===== config.mk =====
export PLATFORM = sky130hd
export DESIGN_NAME = anita3_trigger_event_buffer
export DESIGN_NICKNAME = d
export VERILOG_FILES = /design/src/rtl/anita3_trigger_event_buffer.sv
export SDC_FILE = /design/constraint.sdc
export NUM_CORES = 1
export LEC_CHECK = 0
export ABC_AREA = 1
export CORE_ASPECT_RATIO = 0.6
export CORE_UTILIZATION = 37
export DETAILED_ROUTE_END_ITERATION = 16
export SLEW_MARGIN = 10
export SYNTH_ARGS = -nofsm -noshare
export SYNTH_HDL_FRONTEND = slang
export SYNTH_SLANG_ARGS = --single-unit

===== constraint.sdc =====
create_clock -name clk250_i -period 7 [get_ports clk250_i]
set_input_delay 1.4 -clock clk250_i [delete_from_list [all_inputs] [get_ports clk250_i]]
set_output_delay 1.4 -clock clk250_i [all_outputs]
set_load 0.1 [all_outputs]

===== src/rtl/anita3_trigger_event_buffer.sv =====
// rtl/anita3_trigger_event_buffer.sv - timestamped RF trigger record FIFO
//
// Purpose:
//   Detects each rising edge of the simple-trigger strobe and captures a
//   record of {phi pattern, RF count, timestamp, sequence number} in a
//   small first-word-fall-through FIFO. The readout drains it through a
//   valid/ready handshake. Edges that arrive while the FIFO is full are
//   dropped and counted in a saturating counter. Sequence numbers advance
//   on every edge, so a gap in evt_seq_o marks a lost trigger.
//
// Ports:
//   clk250_i     250 MHz clock, the only clock
//   rst_i        synchronous active-high reset
//   trig_i       trigger strobe (may be held high; one record per edge)
//   phi_i        {H, V} phi pattern, sampled in the edge cycle
//   count_i      RF count, sampled in the edge cycle
//   evt_valid_o  head record available
//   evt_ready_i  consumer accepts head record
//   evt_phi_o    head record phi pattern
//   evt_count_o  head record RF count
//   evt_time_o   head record timestamp
//   evt_seq_o    head record sequence number
//   level_o      number of stored records, 0..DEPTH
//   ovf_count_o  saturating count of dropped triggers

module anita3_trigger_event_buffer #(
  parameter int NUM_PHI = 16,
  parameter int DEPTH   = 4,
  parameter int TS_BITS = 32
) (
  input  logic                     clk250_i,
  input  logic                     rst_i,
  input  logic                     trig_i,
  input  logic [2*NUM_PHI-1:0]     phi_i,
  input  logic [7:0]               count_i,
  output logic                     evt_valid_o,
  input  logic                     evt_ready_i,
  output logic [2*NUM_PHI-1:0]     evt_phi_o,
  output logic [7:0]               evt_count_o,
  output logic [TS_BITS-1:0]       evt_time_o,
  output logic [15:0]              evt_seq_o,
  output logic [$clog2(DEPTH):0]   level_o,
  output logic [7:0]               ovf_count_o
);

  localparam int PTR_W = $clog2(DEPTH);
  localparam int LVL_W = PTR_W + 1;
  localparam logic [LVL_W-1:0] FULL_LVL = LVL_W'(DEPTH);

  logic [TS_BITS-1:0]   ts;
  logic                 trig_q;
  logic [15:0]          seq;
  logic [PTR_W-1:0]     wr_ptr;
  logic [PTR_W-1:0]     rd_ptr;
  logic [LVL_W-1:0]     level;
  logic [7:0]           ovf_cnt;

  logic [2*NUM_PHI-1:0] phi_mem [DEPTH];
  logic [7:0]           cnt_mem [DEPTH];
  logic [TS_BITS-1:0]   ts_mem  [DEPTH];
  logic [15:0]          seq_mem [DEPTH];

  logic push_req;
  logic pop;
  logic push_ok;
  logic drop;

  always_comb begin
    push_req = trig_i && !trig_q;
    pop      = (level != '0) && evt_ready_i;
    // A full FIFO can still take a record if the head leaves this cycle.
    push_ok  = push_req && ((level != FULL_LVL) || pop);
    drop     = push_req && !push_ok;
  end

  always_ff @(posedge clk250_i) begin
    if (rst_i) begin
      ts      <= '0;
      trig_q  <= 1'b0;
      seq     <= '0;
      wr_ptr  <= '0;
      rd_ptr  <= '0;
      level   <= '0;
      ovf_cnt <= '0;
    end else begin
      ts     <= ts + TS_BITS'(1);
      trig_q <= trig_i;
      if (push_req)
        seq <= seq + 16'd1;
      if (push_ok)
        wr_ptr <= wr_ptr + PTR_W'(1);
      if (pop)
        rd_ptr <= rd_ptr + PTR_W'(1);
      if (push_ok && !pop)
        level <= level + LVL_W'(1);
      else if (pop && !push_ok)
        level <= level - LVL_W'(1);
      if (drop && (ovf_cnt != 8'hFF))
        ovf_cnt <= ovf_cnt + 8'd1;
    end
  end

  // Record storage carries no reset; only pointers and level define validity.
  always_ff @(posedge clk250_i) begin
    if (push_ok) begin
      phi_mem[wr_ptr] <= phi_i;
      cnt_mem[wr_ptr] <= count_i;
      ts_mem[wr_ptr]  <= ts;
      seq_mem[wr_ptr] <= seq;
    end
  end

  always_comb begin
    evt_valid_o = (level != '0);
    evt_phi_o   = phi_mem[rd_ptr];
    evt_count_o = cnt_mem[rd_ptr];
    evt_time_o  = ts_mem[rd_ptr];
    evt_seq_o   = seq_mem[rd_ptr];
    level_o     = level;
    ovf_count_o = ovf_cnt;
  end

endmodule


Word-level counts from Yosys, hierarchy flattened
Memories as Yosys holds them, arrays and structs flattened. A register that Yosys moved wholly into a read port is not among the register bits. Index checks and enable logic that the tools add are counted. W data, S select, Z words.

Add/subtract/negate cells: 7. Equality and inequality tests: 2. Mux-type cells: 12. Reduce and logical (&&, ||, !) cells: 13.

Operators by type and width (count): $add A32 B1 Y32 const B (1); $add A16 B1 Y16 const B (1); $mux W2 (8); $add A8 B1 Y8 const B (1); $ne A8 B8 Y1 const B (1); $logic_and A1 B1 Y1 (7); $mux W3 (2); $add A2 B1 Y2 const B (2); $add A3 B1 Y3 const B (1); $logic_not A1 Y1 (3); $ne A3 B3 Y1 const B (1); $reduce_bool A3 Y1 (1); $sub A3 B1 Y3 const B (1); $mux W1 (2); $reduce_bool A2 Y1 (1); $logic_or A1 B1 Y1 (1).

Register bits: 64. Memory bits (writable): 352. Input port bits: 44. Output and inout port bits: 100. Word-level logic and storage cells: 45. Memories: 4.

Memories: phi_mem (depth 4, bits a word 32, read ports 1, clocked after Yosys merged registers in 1, write ports 1, line 58) `logic [2*NUM_PHI-1:0] phi_mem [DEPTH];`; ts_mem (depth 4, bits a word 32, read ports 1, clocked after Yosys merged registers in 1, write ports 1, line 60) `logic [TS_BITS-1:0] ts_mem [DEPTH];`; seq_mem (depth 4, bits a word 16, read ports 1, clocked after Yosys merged registers in 1, write ports 1, line 61) `logic [15:0] seq_mem [DEPTH];`; cnt_mem (depth 4, bits a word 8, read ports 1, clocked after Yosys merged registers in 1, write ports 1, line 59) `logic [7:0] cnt_mem [DEPTH];`.

Logic depth before layout (Yosys ltp)
Gate-level depths: netlist of the first run.

Depth after elaboration: 8. Gate-level depth with buffers: 11. Mapped depth without buffers: 11.

Worst setup path after synthesis of the first run
Ideal clock, no wire load.

Path type: input to register. Start point: input trig_i. End point: memory cnt_mem[0][0] (enable). Setup time: 536 ps. Arrival time: 5422 ps. Data required time: 6464 ps. Path slack: 1042 ps. Stages: 4. Path buffers: 0. Path through: inv_2 > nor2_8 > nand2_1 > nor2_1.

Word-level cells in the longest chain between the ends: 4.

RTL lines: start, declared (line 33) `input logic trig_i,`; $logic_and A1 B1 Y1 (line 69) `push_req = trig_i && !trig_q;`; $logic_and A1 B1 Y1 (line 72) `push_ok = push_req && ((level != FULL_LVL) || pop);`; $mux W1 (line 105) `if (push_ok) begin`; $mux W1 (not written as such) (line 107) `cnt_mem[wr_ptr] <= count_i;`; end, declared (line 59).

Every way passes these cells.

==> summary.md, run 1 <==
| Metric | Value |
|---|---|
| Outcome | `completed` |
| LEAKAGE | `6.56 nW` |
| WP data arrival | `between 3 and 4 ns` |
| Final ANT Viol Nets | `0` |
| Clock transition at path regs | `0.06 ns` |
| Vias in the first global route | `a little under 10,000` |
| Startpoint Class | `flop` |
| Clk_lat worst skew | `between 0.5 and 0.6 ns` |
| Total congestion overflow | `0` |
| Crit Path Max Fanout | `between 90 and 100` |
| Antenna violations before repair | `0` |
| Post-CTS setup buffer count | `0` |
| Max-slew violations | `0` |
| Asr flop ratio synth | `0%` |
| Critical path type | `reg2out` |
| Worst Skew | `between 0.015 and 0.02 ns` |
| Synth cell count leaders | `edfxtp_1 (352), nor2_1 (268), o21ai_0 (175)` |
| DR vias | `approximately 11,000` |
| Crit share post-route | `about three quarters` |
| Synth top area share | `between 60 and 70%` |
| Remaining routing DRC violations | `0` |
| Initial drt markers | `803` |
| Post-Syn Area | `between 15,000 and 20,000 um^2` |
| Fin nets | `1,560` |
| Clk root buf | `clkbuf_16` |
| Final Util | `between 40% and 50%` |
| I/O pins | `approximately 140` |
| Largest area contributor in the netlist | `edfxtp_1` |
| Netlist cell types | `35` |
| First-pass GRT wire length | `~57,000 um` |
| TNS Setup | `0 ns` |
| Final setup violating endpoints | `0` |
| Ant. Diodes | `0` |
| Slew @ Worst Pin | `1.15 ns` |
| Pwr Density | `around 420 nW/um^2` |
| Synthesis-to-layout area growth | `20.4%` |
| CORE AREA | `roughly 43,000 um^2` |
| Row count | `59` |
| Fin crit period | `5.32 ns` |
| Required @ worst endpoint | `around 5.6 ns` |
| Syn Inst Count | `1,371` |
| First-pass DRT Iterations | `5` |
| I/O Buffers | `143` |
| CTS tree | `done` |
| Primary FF master, synth | `edfxtp_1` |
| Initial core utilization | `between 30% and 40%` |
| Post-DP HPWL | `between 20,000 and 25,000 um` |
| Worst hold path class | `reg2reg` |
| Clk sinks | `418` |
| # H-tree levels | `2` |
| Wire per inst | `between 15 and 20 um` |
| Num CTS Buffers | `just over 40` |
| Max Freq | `between 0.15 and 0.2 GHz` |
| Hold Vio Cnt, Final | `0` |
| Slew margin rel. | `roughly 23%` |
| Gr usage total | `~16%` |
| Clock buffer depth | `3` |
| YS warnings | `0` |
| Mean Syn Cell Area | `11.9 um^2` |
| Maximum number of pins on one net before global-route repair | `approximately 100` |
| Post-synth EDFFs | `between 300 and 400` |
| Die Ht | `165 um` |
| #FFs+latches synth | `between 400 and 500` |
| Max-cap violations | `0` |
| Share of layout cells above drive strength 1 | `6.17%` |
| Synthesized net count | `~1,400` |
| WL final | `about 37,000 um` |
| Hold buffer count at cts | `0` |
| Top-count cell post-synth | `edfxtp_1` |
| Die ar. | `about 45,000 um^2` |
| Vias/cell | `approximately 5.0` |
| Crit. End Element | `output port` |
| Register area share after synthesis | `between 70% and 80%` |
| Worst VDD drop | `roughly 0.3 mV` |
| Synth area leaders | `edfxtp_1 (65%), dfxtp_1 (8.1%), nor2_1 (6.1%)` |
| RSZ-0062 raised after global routing | `no` |
| Gpl congestion | `~0.83` |
| Resize count post-CTS | `0` |
| Die width | `274 um` |
[worst max-delay path, stage by stage, from the launching register on]
cell and delay [ns]:
dfxtp_4 0.47, inv_4 0.72, buf_4 0.51, o21ai_0 0.13
o22ai_1 0.22, clkdlybuf4s50_1 1.18
[state kept, by name (all words and copies together), names as in the netlist, named ones only]
register,cells
ts_mem,128
ts,32
ovf_count_o,8
cnt_mem,32
seq_mem,64
rd_ptr,2
level_o,3
seq,16
trig_q,1
phi_mem,128
wr_ptr,2
[stage by stage]
step                std cells  area [um^2]  hold slack (ns)  worst slack [ns]  total power [mW]
floorplan                1371        16400            0.436              1.04              5.44
global placement         2043        18400            0.446              2.25              6.16
detailed placement       2043        18400            0.456              2.23              6.17
CTS                      2118        19700            0.469              1.65              8.40
global route             2118        19700            0.492              1.44              8.64
finish                   2118        19700            0.469              1.68              8.32
[layout make-up]
class                      instances  area (um^2)
multi-input combinational        813         3910
timing repair buffer             155         1560
sequential                       418        11900
inverter                          78          295
tap                              579          724
clock buffer                      58         1140
fill                            3907        23800
clock inverter                    17          199
[where the power goes]
| group | internal, mW | switching (mW) |
|---|---|---|
| logic | 0.640 | 2.55 |
| registers | 2.84 | 0.0672 |
| clock network | 1.29 | 0.929 |
| total | 4.77 | 3.54 |
[layer usage]
layer | vias to the layer above | routed length (um) | track usage (%)
met5 | - | 0 | 0
met4 | 0 | 490 | 3.66
met3 | 35 | 2180 | 3.29
met2 | 274 | 15800 | 24.0
met1 | 5096 | 19000 | 25.1
li1 | 5163 | - | -
[kinds of logic after synthesis]
kind of cell    count (synthesis)  share of synthesized area [%]
flops                         418                           72.6
buf+inv                       140                           3.76
xor+xnor                       10                          0.535
compound gates                336                           11.0
fa+ha+maj                       9                          0.733
simple gates                  458                           11.4
[cell usage in the layout, fill, tap and decap left out, types with 9 or more instances in the layout]
cell type        instances
clkbuf_1                14
clkdlybuf4s50_1        143
o21ai_0                175
a21oi_1                 42
buf_4                    9
inv_1                   74
o22ai_1                 88
nor2_1                 264
clkbuf_16               43
nand3_1                 31
edfxtp_1               352
dfxtp_1                 64
nand2_1                130
nand4_1                  9
o21ai_1                 28
[path summary, 6_finish.rpt]
kind	startpoint	endpoint	slack, ns	depth (start not counted)
setup reg to reg	level_o[0]	phi_mem[2][7]	4.23	5
setup / recovery	flop	evt_time_o[20]	1.68	5
hold reg to reg	rd_ptr[1]	flop	0.47	2
hold / removal	rd_ptr[1]	flop	0.47	2
No activity file was read; power rests on OpenSTA's default activity.
==> run 2: changes to the inputs <==
Clock period 7 ns to 5.5 ns, I/O delays scaled along.
==> summary.md, run 2 (synthesis results as in run 1) <==
| Metric | Value |
|---|---|
| Outcome | `completed` |
| Remaining routing DRC violations | `0 (unchanged)` |
| LEAKAGE | `6.60 nW (+0.69%)` |
| M1 GR Usage | `24.6% (-0.46 points)` |
| Slew @ Worst Pin | `1.16 ns (+0.00693 ns)` |
| Worst hold path class | `reg2reg` |
| # H-tree levels | `2 (unchanged)` |
| Routing usage on met3 | `3.26% (-0.029 points)` |
| Placed cells | `2,045 (+0.098%)` |
| Max-cap violations | `0 (unchanged)` |
| Vias/cell | `5.00 (+0.30%)` |
| Dpl cell area | `18,200 um^2 (-1.0%)` |
| Hold Slack | `0.473 ns (+0.00364 ns)` |
| Row count | `59 (unchanged)` |
| Vias in the first global route | `10,200 (+3.2%)` |
| Max Freq | `0.259 GHz` |
| Post-CTS setup buffer count | `0 (unchanged)` |
| Die Ht | `165 um (unchanged)` |
| Num CTS Buffers | `40 (-2.4%)` |
| Clk sinks | `418 (unchanged)` |
| R2r startpoint | `level_o[0]` |
| Initial core utilization | `37.7% (unchanged)` |
| Filler instances | `3,973 (+1.7%)` |
| Worst Skew | `0.0187 ns (+0.00296 ns)` |
| Crit share post-route | `a little over two thirds` |
| CTS tree | `done` |
| DR vias | `10,600 (+0.35%)` |
| Maximum number of pins on one net before global-route repair | `177 (+79%)` |
| Commonest cells after routing, fill and taps aside | `edfxtp_1 (352), nor2_1 (264), o21ai_0 (175), nand2_1 (130), buf_4 (98)` |
| Required @ worst endpoint | `4.40 ns (-1.20 ns)` |
| Antenna violations before repair | `0 (unchanged)` |
| Area of the multi-input gates | `3910 um^2 (unchanged)` |
| Hold Path Origin | `rd_ptr[1]` |
| Die width | `274 um (unchanged)` |
| Hold Vio Cnt, Final | `0 (unchanged)` |
| Hold buffer count at cts | `0 (unchanged)` |
| RSZ-0062 raised after global routing | `no` |
| Final Cell Area | `19,400 um^2 (-1.5%)` |
| Synthesis-to-layout area growth | `18.5%` |
| Share of layout cells above drive strength 1 | `11.8% (+5.6 points)` |
| R2R Path End | `phi_mem[3][21]` |
| I/O Buffers | `143 (unchanged)` |
| Crit Path Max Fanout | `95 (-3.1%)` |
| Fin nets | `1,561 (+0.064%)` |
| Final setup violating endpoints | `0 (unchanged)` |
| Reg2Reg Setup Slack | `3.10 ns (-1.13 ns)` |
| Largest regs | `phi_mem x128, ts_mem x128, seq_mem x64` |
| Post-Layout Cell Count | `2,119 (+0.047%)` |
| Die ar. | `45,200 um^2 (unchanged)` |
| First-pass GRT wire length | `58,200 um (+1.5%)` |
| Ant. Diodes | `0 (unchanged)` |
| Register Area | `11,900 um^2 (unchanged)` |
| Max-slew violations | `0 (unchanged)` |
| Final Util | `44.7% (-0.70 points)` |
| Total congestion overflow | `0 (unchanged)` |
| Post-DP HPWL | `21,400 um (-1.1%)` |
| Most used routing layer | `met2` |
| Resize count post-CTS | `0 (unchanged)` |
| Gr usage total | `16.6% (+0.12 points)` |
| Pwr Density | `530 nW/um^2 (+26%)` |
| Clock transition at path regs | `0.06 ns (about the same)` |
| Initial drt markers | `940 (+17%)` |
| Worst Hold Path Cells | `2 (unchanged)` |
| First-pass DRT Iterations | `4 (-1)` |
| Cell depth of the worst flop-to-flop path | `5 (unchanged)` |
| CORE AREA | `43,500 um^2 (unchanged)` |
| Final ANT Viol Nets | `0 (unchanged)` |
| I/O pins | `144 (unchanged)` |
| Clk root buf | `clkbuf_16` |
| Crit. End Element | `output port` |
| WL final | `37,500 um (about the same)` |
| Clock buffer depth | `3 (unchanged)` |
| Wire per inst | `17.7 um (about the same)` |
| Worst VDD drop | `0.336 mV (+12%)` |
| M2 GR Usage | `25.0% (+0.92 points)` |
| Critical path type | `reg2out` |
| Slew margin rel. | `22.6% (-0.46 points)` |
| Startpoint Class | `flop` |
| Most common cell after layout, fill and taps aside | `edfxtp_1` |
| Gpl congestion | `0.817 (-1.1%)` |
| WP data arrival | `2.76 ns (-1.16 ns)` |
| Fin crit period | `around 3.9 ns` |
| Clk_lat worst skew | `0.54 ns (about the same)` |
run 2: critical path, cell delays in order, from the launching register on:
cell	delay (ns)
dfxtp_4	0.36
inv_4	0.69
buf_12	0.39
o21ai_0	0.13
o22ai_1	0.23
buf_4	0.35
run 2: layout make-up:
cell class,count,share of cell area (%)
clock buffer,55,5.66
inverter,78,1.52
tap,579,3.73
clock inverter,19,0.670
multi-input combinational,813,20.1
sequential,418,61.3
timing repair buffer,157,7.04
run 2: routing by layer:
metal  up-vias  share of wire (%)
met1      5179                 50
li1       5161                  -
met5         -                  0
met4         0                1.6
met2       214                 44
met3        51                4.7
run 2: power breakdown:
part | leakage (nW) | switching, mW | internal, mW
Combinational | 2.20 | 3.29 | 0.714
Clock | 0.601 | 1.17 | 1.46
Sequential | 3.80 | 0.0606 | 3.61
run 2: how the worst max path moves through the flow:
stage | start | cells after the start | endpoint
finish | flop | 5 | evt_phi_o[7]
global route | flop | 5 | evt_phi_o[7]
CTS | flop | 5 | evt_phi_o[7]
detailed placement | trig_i | 6 | phi_mem[1][21]
global placement | trig_i | 6 | phi_mem[3][21]
floorplan | level_o[0] | 4 | cnt_mem[0][0]
run 2: through the flow:
| step | setup TNS, ns | setup slack (ns) | power [mW] |
|---|---|---|---|
| 2_1_floorplan | -88.61 | -0.252 | 6.92 |
| 3_3_place_gp | 0 | 1.88 | 7.75 |
| 3_5_place_dp | 0 | 1.84 | 7.78 |
| 4_1_cts | 0 | 1.57 | 10.4 |
| 5_1_grt | 0 | 1.43 | 10.7 |
| 6_report | 0 | 1.64 | 10.3 |
